**src/rtl/fetch_unit_pkg.sv**
```systemverilog
// Shared definitions for the instruction-fetch front end.
//   XLEN / INST_NOP / PC_STEP : machine constants used by fetch and its bench
//   fetch_state_e             : IDLE (one cycle after reset) -> RUN
//   fetch_entry_t             : one instruction-buffer entry {pc, inst}
//   word_align()              : clears the two low address bits
package fetch_unit_pkg;
  localparam int              XLEN     = 32;
  localparam logic [XLEN-1:0] INST_NOP = 32'h0000_0013;
  localparam logic [XLEN-1:0] PC_STEP  = 32'd4;

  typedef enum logic { ST_IDLE, ST_RUN } fetch_state_e;

  typedef struct packed {
    logic [XLEN-1:0] pc;
    logic [XLEN-1:0] inst;
  } fetch_entry_t;

  function automatic logic [XLEN-1:0] word_align(input logic [XLEN-1:0] a);
    return a & ~XLEN'(3);
  endfunction
endpackage

```
**src/rtl/fetch_unit_if.sv**
```systemverilog
// Fetch-unit bus bundle: instruction-memory request/response, redirect from
// execute, and the {inst, pc} valid/ready handshake toward decode.
//   master : the fetch unit
//   slave  : the surrounding pipeline / memory (bench side)
interface fetch_unit_if;
  logic                           o_imem_req;
  logic [fetch_unit_pkg::XLEN-1:0] o_imem_raddr;
  logic                           i_imem_ready;
  logic                           i_imem_valid;
  logic [fetch_unit_pkg::XLEN-1:0] i_imem_rdata;
  logic                           i_redirect;
  logic [fetch_unit_pkg::XLEN-1:0] i_redirect_pc;
  logic                           o_inst_valid;
  logic [fetch_unit_pkg::XLEN-1:0] o_inst;
  logic [fetch_unit_pkg::XLEN-1:0] o_inst_pc;
  logic                           i_inst_ready;

  modport master (
    output o_imem_req, o_imem_raddr, o_inst_valid, o_inst, o_inst_pc,
    input  i_imem_ready, i_imem_valid, i_imem_rdata, i_redirect, i_redirect_pc, i_inst_ready
  );

  modport slave (
    input  o_imem_req, o_imem_raddr, o_inst_valid, o_inst, o_inst_pc,
    output i_imem_ready, i_imem_valid, i_imem_rdata, i_redirect, i_redirect_pc, i_inst_ready
  );
endinterface

```
**src/rtl/fetch_fifo.sv**
```systemverilog
// Synchronous instruction buffer (power-of-two DEPTH).
//   push/wdata : write an entry (ignored when full unless popping too)
//   pop        : drop the head (ignored when empty)
//   flush      : empty the buffer; wins over push/pop
//   rdata      : head entry (valid when !empty)
//   full/empty/count : occupancy status, count is $clog2(DEPTH)+1 bits
module fetch_fifo #(
  parameter int WIDTH = 64,
  parameter int DEPTH = 2
) (
  input  logic                     clk,
  input  logic                     rst,
  input  logic                     push,
  input  logic                     pop,
  input  logic                     flush,
  input  logic [WIDTH-1:0]         wdata,
  output logic [WIDTH-1:0]         rdata,
  output logic                     full,
  output logic                     empty,
  output logic [$clog2(DEPTH):0]   count
);
  localparam int AW = $clog2(DEPTH);
  localparam int CW = AW + 1;

  logic [WIDTH-1:0] mem [DEPTH];
  logic [AW-1:0]    wr_ptr, rd_ptr;
  logic [CW-1:0]    count_nxt;
  logic             do_push, do_pop;

  assign empty   = (count == '0);
  assign full    = (count == CW'(DEPTH));
  assign do_pop  = pop & ~empty;
  // A full buffer may still take a push when the head leaves in the same cycle.
  assign do_push = push & (~full | do_pop);
  assign rdata   = mem[rd_ptr];

  always_comb begin
    count_nxt = count;
    if (do_push && !do_pop)      count_nxt = count + CW'(1);
    else if (!do_push && do_pop) count_nxt = count - CW'(1);
  end

  always_ff @(posedge clk or negedge rst) begin
    if (!rst) begin
      wr_ptr <= '0;
      rd_ptr <= '0;
      count  <= '0;
    end else if (flush) begin
      wr_ptr <= '0;
      rd_ptr <= '0;
      count  <= '0;
    end else begin
      if (do_push) wr_ptr <= wr_ptr + AW'(1);
      if (do_pop)  rd_ptr <= rd_ptr + AW'(1);
      count <= count_nxt;
    end
  end

  always_ff @(posedge clk) begin
    if (do_push && !flush) mem[wr_ptr] <= wdata;
  end
endmodule

```
**src/rtl/fetch_unit.sv**
```systemverilog
// Instruction-fetch front end.
//   clk, rst : clock and asynchronous active-low reset
//   bus      : fetch_unit_if.master -- imem request/response, redirect,
//              and the {inst, pc} handshake to decode
// Owns the PC, keeps at most FIFO_DEPTH requests in flight or buffered, tags
// responses with resp_pc, and throws away responses from before a redirect.
module fetch_unit
  import fetch_unit_pkg::*;
#(
  parameter logic [XLEN-1:0] RESET_ADDR = 32'h0000_0000,
  parameter int              FIFO_DEPTH = 2
) (
  input  logic         clk,
  input  logic         rst,
  fetch_unit_if.master bus
);
  localparam int            CW         = $clog2(FIFO_DEPTH) + 1;
  localparam logic [CW:0]   CREDIT_MAX = (CW+1)'(FIFO_DEPTH);

  fetch_state_e    state, state_nxt;
  logic [XLEN-1:0] pc, resp_pc, target;
  logic [CW-1:0]   outstanding, drop_cnt, occupancy;
  logic [CW:0]     credit_used;
  logic            req, accept, resp, push, pop, flush;
  logic            fifo_full, fifo_empty;
  fetch_entry_t    wr_entry, head;

  assign target   = word_align(bus.i_redirect_pc);
  assign resp     = bus.i_imem_valid;
  assign accept   = req & bus.i_imem_ready;
  assign flush    = bus.i_redirect;
  assign pop      = ~fifo_empty & bus.i_inst_ready & ~bus.i_redirect;
  assign push     = resp & (drop_cnt == '0) & ~bus.i_redirect;
  assign wr_entry = '{pc: resp_pc, inst: bus.i_imem_rdata};

  // Credit counts every slot already promised: requests in flight plus
  // buffered entries. An entry leaving this cycle frees its slot for a new
  // request, since that response cannot land before the next edge; this keeps
  // full throughput with a two-entry buffer.
  assign credit_used = {1'b0, outstanding} + {1'b0, occupancy} - (CW+1)'(pop);

  always_ff @(posedge clk or negedge rst) begin
    if (!rst) state <= ST_IDLE;
    else      state <= state_nxt;
  end

  always_comb begin
    state_nxt = state;
    req       = 1'b0;
    case (state)
      ST_IDLE: state_nxt = ST_RUN;
      ST_RUN:  req = ~bus.i_redirect & (credit_used < CREDIT_MAX);
    endcase
  end

  always_ff @(posedge clk or negedge rst) begin
    if (!rst) begin
      pc          <= RESET_ADDR;
      resp_pc     <= RESET_ADDR;
      outstanding <= '0;
      drop_cnt    <= '0;
    end else begin
      outstanding <= outstanding + CW'(accept) - CW'(resp);
      if (bus.i_redirect) begin
        pc      <= target;
        resp_pc <= target;
        // Drops are a subset of the outstanding requests, so after a redirect
        // every request still in flight (minus the one landing now) is stale.
        // This also keeps back-to-back redirects from double counting.
        drop_cnt <= outstanding - CW'(resp);
      end else begin
        if (accept) pc <= pc + PC_STEP;
        if (push)   resp_pc <= resp_pc + PC_STEP;
        if (resp && drop_cnt != '0) drop_cnt <= drop_cnt - CW'(1);
      end
    end
  end

  fetch_fifo #(
    .WIDTH ($bits(fetch_entry_t)),
    .DEPTH (FIFO_DEPTH)
  ) u_fifo (
    .clk   (clk),
    .rst   (rst),
    .push  (push),
    .pop   (pop),
    .flush (flush),
    .wdata (wr_entry),
    .rdata (head),
    .full  (fifo_full),
    .empty (fifo_empty),
    .count (occupancy)
  );

  assign bus.o_imem_req   = req;
  assign bus.o_imem_raddr = pc;
  assign bus.o_inst_valid = ~fifo_empty;
  // Empty buffer shows a NOP tagged with the next PC expected from memory.
  assign bus.o_inst       = fifo_empty ? INST_NOP : head.inst;
  assign bus.o_inst_pc    = fifo_empty ? resp_pc  : head.pc;

  a_no_overflow: assert property (@(posedge clk) disable iff (!rst)
    !(push && fifo_full && !pop));
endmodule

```
**src/flat_wrapper.sv**
```systemverilog
// flat-port wrapper written by rule: the top's interface ports become plain ports
module fetch_unit_flat import fetch_unit_pkg::*;
#(
  parameter logic [XLEN-1:0] RESET_ADDR = 32'h0000_0000,
  parameter int              FIFO_DEPTH = 2
)
  (clk, rst, bus_o_imem_req, bus_o_imem_raddr, bus_o_inst_valid, bus_o_inst, bus_o_inst_pc, bus_i_imem_ready, bus_i_imem_valid, bus_i_imem_rdata, bus_i_redirect, bus_i_redirect_pc, bus_i_inst_ready);
  fetch_unit_if bus_i ();
  input  logic clk;
  input  logic rst;
  output wire logic [$bits(bus_i.o_imem_req)-1:0] bus_o_imem_req;
  output wire logic [$bits(bus_i.o_imem_raddr)-1:0] bus_o_imem_raddr;
  output wire logic [$bits(bus_i.o_inst_valid)-1:0] bus_o_inst_valid;
  output wire logic [$bits(bus_i.o_inst)-1:0] bus_o_inst;
  output wire logic [$bits(bus_i.o_inst_pc)-1:0] bus_o_inst_pc;
  input wire logic [$bits(bus_i.i_imem_ready)-1:0] bus_i_imem_ready;
  input wire logic [$bits(bus_i.i_imem_valid)-1:0] bus_i_imem_valid;
  input wire logic [$bits(bus_i.i_imem_rdata)-1:0] bus_i_imem_rdata;
  input wire logic [$bits(bus_i.i_redirect)-1:0] bus_i_redirect;
  input wire logic [$bits(bus_i.i_redirect_pc)-1:0] bus_i_redirect_pc;
  input wire logic [$bits(bus_i.i_inst_ready)-1:0] bus_i_inst_ready;
  assign bus_o_imem_req = bus_i.o_imem_req;
  assign bus_o_imem_raddr = bus_i.o_imem_raddr;
  assign bus_o_inst_valid = bus_i.o_inst_valid;
  assign bus_o_inst = bus_i.o_inst;
  assign bus_o_inst_pc = bus_i.o_inst_pc;
  assign bus_i.i_imem_ready = bus_i_imem_ready;
  assign bus_i.i_imem_valid = bus_i_imem_valid;
  assign bus_i.i_imem_rdata = bus_i_imem_rdata;
  assign bus_i.i_redirect = bus_i_redirect;
  assign bus_i.i_redirect_pc = bus_i_redirect_pc;
  assign bus_i.i_inst_ready = bus_i_inst_ready;
  fetch_unit #(.RESET_ADDR(RESET_ADDR), .FIFO_DEPTH(FIFO_DEPTH)) u_core (.clk(clk), .rst(rst), .bus(bus_i));
endmodule
```
**config.mk**
```make
export PLATFORM = sky130hd
export DESIGN_NAME = fetch_unit_flat
export DESIGN_NICKNAME = d
export VERILOG_FILES = /design/src/rtl/fetch_unit_pkg.sv /design/src/rtl/fetch_unit_if.sv /design/src/rtl/fetch_fifo.sv /design/src/rtl/fetch_unit.sv /design/src/flat_wrapper.sv
export SDC_FILE = /design/constraint.sdc
export NUM_CORES = 1
export LEC_CHECK = 0
export ABC_AREA = 1
export BUFFER_PORTS_ARGS = -buffer_cell sky130_fd_sc_hd__buf_2
export CORE_ASPECT_RATIO = 0.75
export CORE_MARGIN = 5
export CORE_UTILIZATION = 45
export DETAILED_ROUTE_END_ITERATION = 8
export GPL_TIMING_DRIVEN = 0
export PLACE_DENSITY = 0.66
export SYNTH_ARGS = -nofsm -noshare
export SYNTH_HDL_FRONTEND = slang
export SYNTH_SLANG_ARGS = --single-unit
export TNS_END_PERCENT = 10
```
**constraint.sdc**
```tcl
create_clock -name clk -period 4.6 [get_ports clk]
set_input_delay 0.23 -clock clk [delete_from_list [all_inputs] [get_ports clk]]
set_output_delay 0.23 -clock clk [all_outputs]
set_load 0.02 [all_outputs]
```
# Word-level counts from Yosys, hierarchy flattened
# Memory sizes are Yosys's and may differ from the RTL's.
# Cells that the tools add are included.
# op_classes
n_addsub	12
order_cmp	1
n_eq_ne	1
n_mux	18
n_bitwise	12
reduce_logical	16
# op_table
op	n
32-bit 2-to-1 mux	6
32-bit by 3-bit adder with 32-bit output (second input constant)	2
2-bit nonzero test	6
2-bit 2-to-1 mux	5
1-bit bitwise AND	8
1-bit 2-to-1 mux	7
1-bit logical AND	4
2-bit logical NOT	2
2-bit by 1-bit subtractor with 2-bit output	2
2-bit by 1-bit subtractor with 2-bit output (second input constant)	2
2-bit by 2-bit adder with 3-bit output	1
1-bit logical NOT	3
3-bit by 2-bit less-than comparator with 1-bit output (second input constant)	1
1-bit inverter	3
3-bit nonzero test	1
3-bit by 1-bit subtractor with 3-bit output	1
1-bit adder (second input constant)	2
2-bit by 1-bit adder with 2-bit output	1
2-bit by 1-bit adder with 2-bit output (second input constant)	1
2-bit == test (second input constant)	1
1-bit OR	1
# totals
ff_bits	73
ramBits	128
inputBits	70
out_inout_bits	98
word_cells	69
memories	1
# memory_table
memory	words	width	rd	rd_clocked_by_memory_dff	write_ports	line	rtl
u_core.u_fifo.mem	2	64	1	0	1	fetch_fifo.sv:25	logic [WIDTH-1:0] mem [DEPTH];

# Logic depth before layout (Yosys ltp)
# logic_depth
word_depth	12
depth_mapped	17
ltp_nobuf	16

# Hierarchy
# Synthesis repeated with hierarchy kept, for this count alone.
# hier_totals
hier_cells	1180
hier_area_um2	10053.4
# by_module_without_submodules
module	instances	cells_per_inst	area_each_um2	seq_area_each_um2
fetch_unit	1	806	5152.4	1626.6
fetch_fifo	1	374	4901.0	3943.8

# Worst setup path before layout
# OpenSTA, ideal clock, no wires.
# synth_path
path_kind	flip-flop to flip-flop
from	register u_core.drop_cnt[0]
to	memory u_core.u_fifo.mem[0][0], enable pin
setup_time_ps	482
arrival_time_ps	3716
required_time_ps	4118
slack_ps	402
stages_incl_launch_ff	8
n_path_buf	1
period_less_slack_ps	4198
path_cell_list	dfrtp_1 > inv_1 > ha_1 > nand2_1 > nor2_1 > buf_2 > o21ai_0 > nor2_1
# synth_via
elab_chain_len	7
# synth_rtl
element	line	rtl
from (decl)	fetch_unit.sv:22	logic [CW-1:0] outstanding, drop_cnt, occupancy;
from (signal assigned)	fetch_unit.sv:70	drop_cnt <= outstanding - CW'(resp);
from (signal assigned)	fetch_unit.sv:74	if (resp && drop_cnt != '0) drop_cnt <= drop_cnt - CW'(1);
2-bit logical NOT	fetch_unit.sv:33	assign push = resp & (drop_cnt == '0) & ~bus.i_redirect;
1-bit bitwise AND (2 in series)	fetch_unit.sv:33	
1-bit bitwise AND	fetch_fifo.sv:34	assign do_push = push & (~full | do_pop);
1-bit logical AND	fetch_fifo.sv:60	if (do_push && !flush) mem[wr_ptr] <= wdata;
1-bit 2-to-1 mux	fetch_fifo.sv:60	
1-bit 2-to-1 mux (implied by the code)	fetch_fifo.sv:60	
to (decl)	fetch_fifo.sv:25	
# Every way passes these cells.

# Final worst setup path
# layout_path
from	register u_core.u_fifo.count[0]
to	register u_core.outstanding[1]
# layout_via
elab_chain_len	11
word_cells_on_any_way	12
classes_between	add/sub: 4; order compare: 1; mux: 1; bitwise: 5; reduce/logical: 1
# layout_rtl
element	line	rtl
from (decl)	fetch_fifo.sv:20	output logic [$clog2(DEPTH):0] count
from (signal assigned)	fetch_fifo.sv:55	count <= count_nxt;
2-bit logical NOT	fetch_fifo.sv:30	assign empty = (count == '0);
1-bit inverter	fetch_unit.sv:32	assign pop = ~fifo_empty & bus.i_inst_ready & ~bus.i_redirect;
1-bit bitwise AND (2 in series)	fetch_unit.sv:32	
3-bit by 1-bit subtractor with 3-bit output (*)	fetch_unit.sv:40	assign credit_used = {1'b0, outstanding} + {1'b0, occupancy} - (CW+1)'(pop);
3-bit by 2-bit less-than comparator with 1-bit output (*)	fetch_unit.sv:52	ST_RUN: req = ~bus.i_redirect & (credit_used < CREDIT_MAX);
1-bit bitwise AND (*)	fetch_unit.sv:52	
1-bit 2-to-1 mux (*)	fetch_unit.sv:50	case (state)
1-bit bitwise AND (*)	fetch_unit.sv:30	assign accept = req & bus.i_imem_ready;
2-bit by 1-bit adder with 2-bit output (*)	fetch_unit.sv:63	outstanding <= outstanding + CW'(accept) - CW'(resp);
2-bit by 1-bit subtractor with 2-bit output (*)	fetch_unit.sv:63	
to (signal assigned)	fetch_unit.sv:63	
to (decl)	fetch_unit.sv:22	
# Mark *: on every way between the ends. The rest lies on a longest branch, timed or not.
# A chain may end at the register's enable or synchronous reset.

==> flow_summary.json <==
{
  "r2r_slack_ns": 0.94,
  "maxSlewViolCount": 0,
  "synthTopCellsByArea": "edfxtp_1, dfrtp_1, nand2_1",
  "hold_path_end": "u_core.resp_pc[14]",
  "cp_num_buf_inv": 3,
  "reg2reg_to": "u_core.outstanding[1]",
  "syn2layout_area_growth_pct": 22.9,
  "antenna_found_initial": 0,
  "avgSynthCellArea_um2": 8.71,
  "die_w_um": 179,
  "p_comb_frac": 0.393,
  "synth_adder_area_share": 0.0112,
  "rr_worst_depth": 14,
  "p_sw_mw": 2.71,
  "synth-seq-cells": 193,
  "drt-total-wl_um": 28600,
  "clock_skew_ns": 0.0187,
  "critPathCaptureType": "flip-flop",
  "start_util": 0.457,
  "cp.required_ns": 4.96,
  "cts_num_sinks": 193,
  "cts_root_buf": "clkbuf_16",
  "drtPass1Iterations": 5,
  "track_usage": 0.237,
  "drv_cap": 0,
  "final-hold-violation-count": 0,
  "clk_path_buf_depth": 2,
  "vias": 8461,
  "io_pins": 168,
  "p_sw_frac": 0.430,
  "async_flop_share": 0.358,
  "synth_top_area_cell": "edfxtp_1",
  "hold_depth": 3,
  "drive_gt1_frac": 0.186,
  "placed_area_um2": 10900,
  "clk_latency_ns": 0.44,
  "peakVddDrop_mv": 0.251,
  "grt_pass1_wl_um": 44200,
  "synth_simple_gate_area_frac": 0.249,
  "cp_slowest_cell": "fa_1",
  "synth_xor_area_frac": 0.0200,
  "core-area_um2": 21100,
  "p_int_mw": 3.59,
  "gp_congestion": 0.932,
  "viasPerCell": 5.20,
  "htreeDepth": 4,
  "drc_errors": 0,
  "cp_max_fo": 10,
  "rsz0062_at_grt": "false",
  "postCtsHoldBufs": 33,
  "netlist_instances": 1105,
  "clkPwrFrac": 0.235,
  "final_nets": 1403,
  "stdcell_area_um2": 11800,
  "rows": 46,
  "path_depth": 14,
  "layout_common_cells": "nand2_1, buf_2, edfxtp_1",
  "layout.cells.non_filler": 1626,
  "overflow": 0,
  "cts_inserted_buffers": 17,
  "setup_viol": 0,
  "ys_warn_count": 0,
  "postCtsSetupBuffers": 0,
  "critPathMaxStageDelay_ns": 0.49,
  "synth-edff-count": 124,
  "crit_type": "reg2reg",
  "ant_nets": 0,
  "dp_cells": 1561,
  "critPathLaunchType": "flip-flop",
  "synth_compound_area_frac": 0.0942,
  "cp.arrival_ns": 4.03,
  "synthMuxAreaShare": 0,
  "status": "completed",
  "drtIter0Drc": 775,
  "fin_crit_sh": 0.797,
  "reg2reg_from": "u_core.u_fifo.count[0]",
  "cts-resized-gates": 0,
  "hold_path_class": "in2reg",
  "synth_area_um2": 9620,
  "tightest_slew_ns": 0.777,
  "grt_pass1_vias": 7862,
  "post_drt_wl_per_cell_um": 17.6,
  "diodes": 0,
  "cts_tree": "built",
  "path_cells": "nor2_2, inv_2, nand2_1, nor2_1, ha_1, or2_2, fa_1, nand2_1, nor2_4, nand3_2, inv_1, buf_2, ha_1, xor2_1",
  "cp_top_family": "simple AND/OR/NAND/NOR gates",
  "relSlewSlack": 0.476,
  "synth_top_family_by_area": "simple AND/OR/NAND/NOR gates",
  "die_area_um2": 24400,
  "clkTransAtPathRegs_ns": 0.07,
  "dp_hpwl_um": 21100,
  "yosysTopAreaCellShare": 0.387,
  "final.min_clock_period_ns": 3.66,
  "portBuffers": 160,
  "grt_max_degree": 38,
  "ys_seq_area_frac": 0.567,
  "synth_ff_type": "edfxtp_1",
  "hp-start": "bus_i_redirect_pc[14]",
  "power.density_nw_per_um2": 533,
  "fmax_mhz": 273,
  "dieHeight_um": 137,
  "final_common_cell": "nand2_1",
  "seq_power_share": 0.372,
  "synth_cell_types": 38,
  "leakage_nw": 5.12
}
-- kinds of logic (layout without fill, tap and decap cells) --
logic type	after synthesis	in the layout
AO/OA/AOI/OAI	159	159
buffers and inverters	137	367
AND/OR/NAND/NOR	584	584
adder cells (fa/ha/maj)	8	8
other	2	5
flip-flops	193	193
XOR/XNOR	22	22
-- power groups by stage --
stage	logic, mW	clock network, mW	registers [mW]
after floorplan	1.53	0	2.38
after global placement	2.40	0	2.38
after detailed placement	2.46	0	2.38
after CTS	2.49	1.50	2.34
after global routing	2.74	1.57	2.38
final	2.48	1.48	2.35
-- synthesized netlist by cell type (all sizes together), types with 4 or more instances --
| library cell | instances |
|---|---|
| nand2 | 386 |
| edfxtp | 124 |
| nor2 | 115 |
| inv | 93 |
| a21oi | 84 |
| dfrtp | 69 |
| nand3 | 67 |
| o21ai | 30 |
| clkbuf | 22 |
| buf | 21 |
| a22oi | 20 |
| xor2 | 18 |
| o211ai | 14 |
| nor3 | 10 |
| ha | 7 |
| o21bai | 4 |
| xnor2 | 4 |
-- sequential cells by signal (all words and copies together), names as in the netlist --
name and cells:
u_core.outstanding 2, u_core.u_fifo.rd_ptr 1, u_core.resp_pc 30, u_core.u_fifo.wr_ptr 1
u_core.bus.o_imem_raddr 30, u_core.drop_cnt 2, u_core.u_fifo.count 2, u_core.u_fifo.mem 124
u_core.state 1
-- cell type report --
type	instances	area, um^2
plain buffers	43	213
clock buffers	17	425
clock inverters	15	159
fillers	1962	9240
inverters	94	353
multi-input cells	778	3630
flip-flops and latches	193	5450
well taps	288	360
repair buffers	198	1230
-- how the worst max path moves through the flow --
stage / to / startpoint / slack [ns]
after floorplan: u_core.u_fifo.mem[0][0] / u_core.drop_cnt[0] / 0.40
after global routing: u_core.outstanding[1] / u_core.u_fifo.count[0] / 0.75
after CTS: u_core.outstanding[1] / u_core.u_fifo.count[0] / 0.97
after global placement: u_core.u_fifo.mem[0][52] / u_core.drop_cnt[0] / -1.33
after detailed placement: u_core.outstanding[1] / u_core.u_fifo.count[0] / 1.03
final: u_core.outstanding[1] / u_core.u_fifo.count[0] / 0.94
-- stage by stage --
step / setup TNS (ns) / power [mW] / worst slack (ns) / hold slack [ns] / util
finish: 0 / 6.30 / 0.936 / 0.0585 / 0.561
floorplan: 0 / 3.91 / 0.402 / -0.0656 / -
global route: 0 / 6.68 / 0.745 / 0.0603 / 0.561
CTS: 0 / 6.33 / 0.972 / 0.0489 / 0.561
global placement: -161.02 / 4.79 / -1.33 / 0.418 / 0.512
detailed placement: 0 / 4.83 / 1.03 / 0.227 / 0.518
-- worst reg2reg max path: stages, from the launching register on --
cell	delay [ns]
dfrtp_1	0.41
nor2_2	0.37
inv_2	0.20
nand2_1	0.12
nor2_1	0.07
ha_1	0.30
or2_2	0.30
fa_1	0.49
nand2_1	0.08
nor2_4	0.10
nand3_2	0.23
inv_1	0.21
buf_2	0.34
ha_1	0.23
xor2_1	0.14
-- layer usage --
layer | vias up | routed length, um | global-route usage
li1 | 4096 | - | -
met1 | 4065 | 13200 | 0.354
met2 | 283 | 12800 | 0.357
met3 | 17 | 2340 | 0.0563
met4 | 0 | 224 | 0.0392
met5 | - | 0 | 0
(Power assumes the default switching activity.)
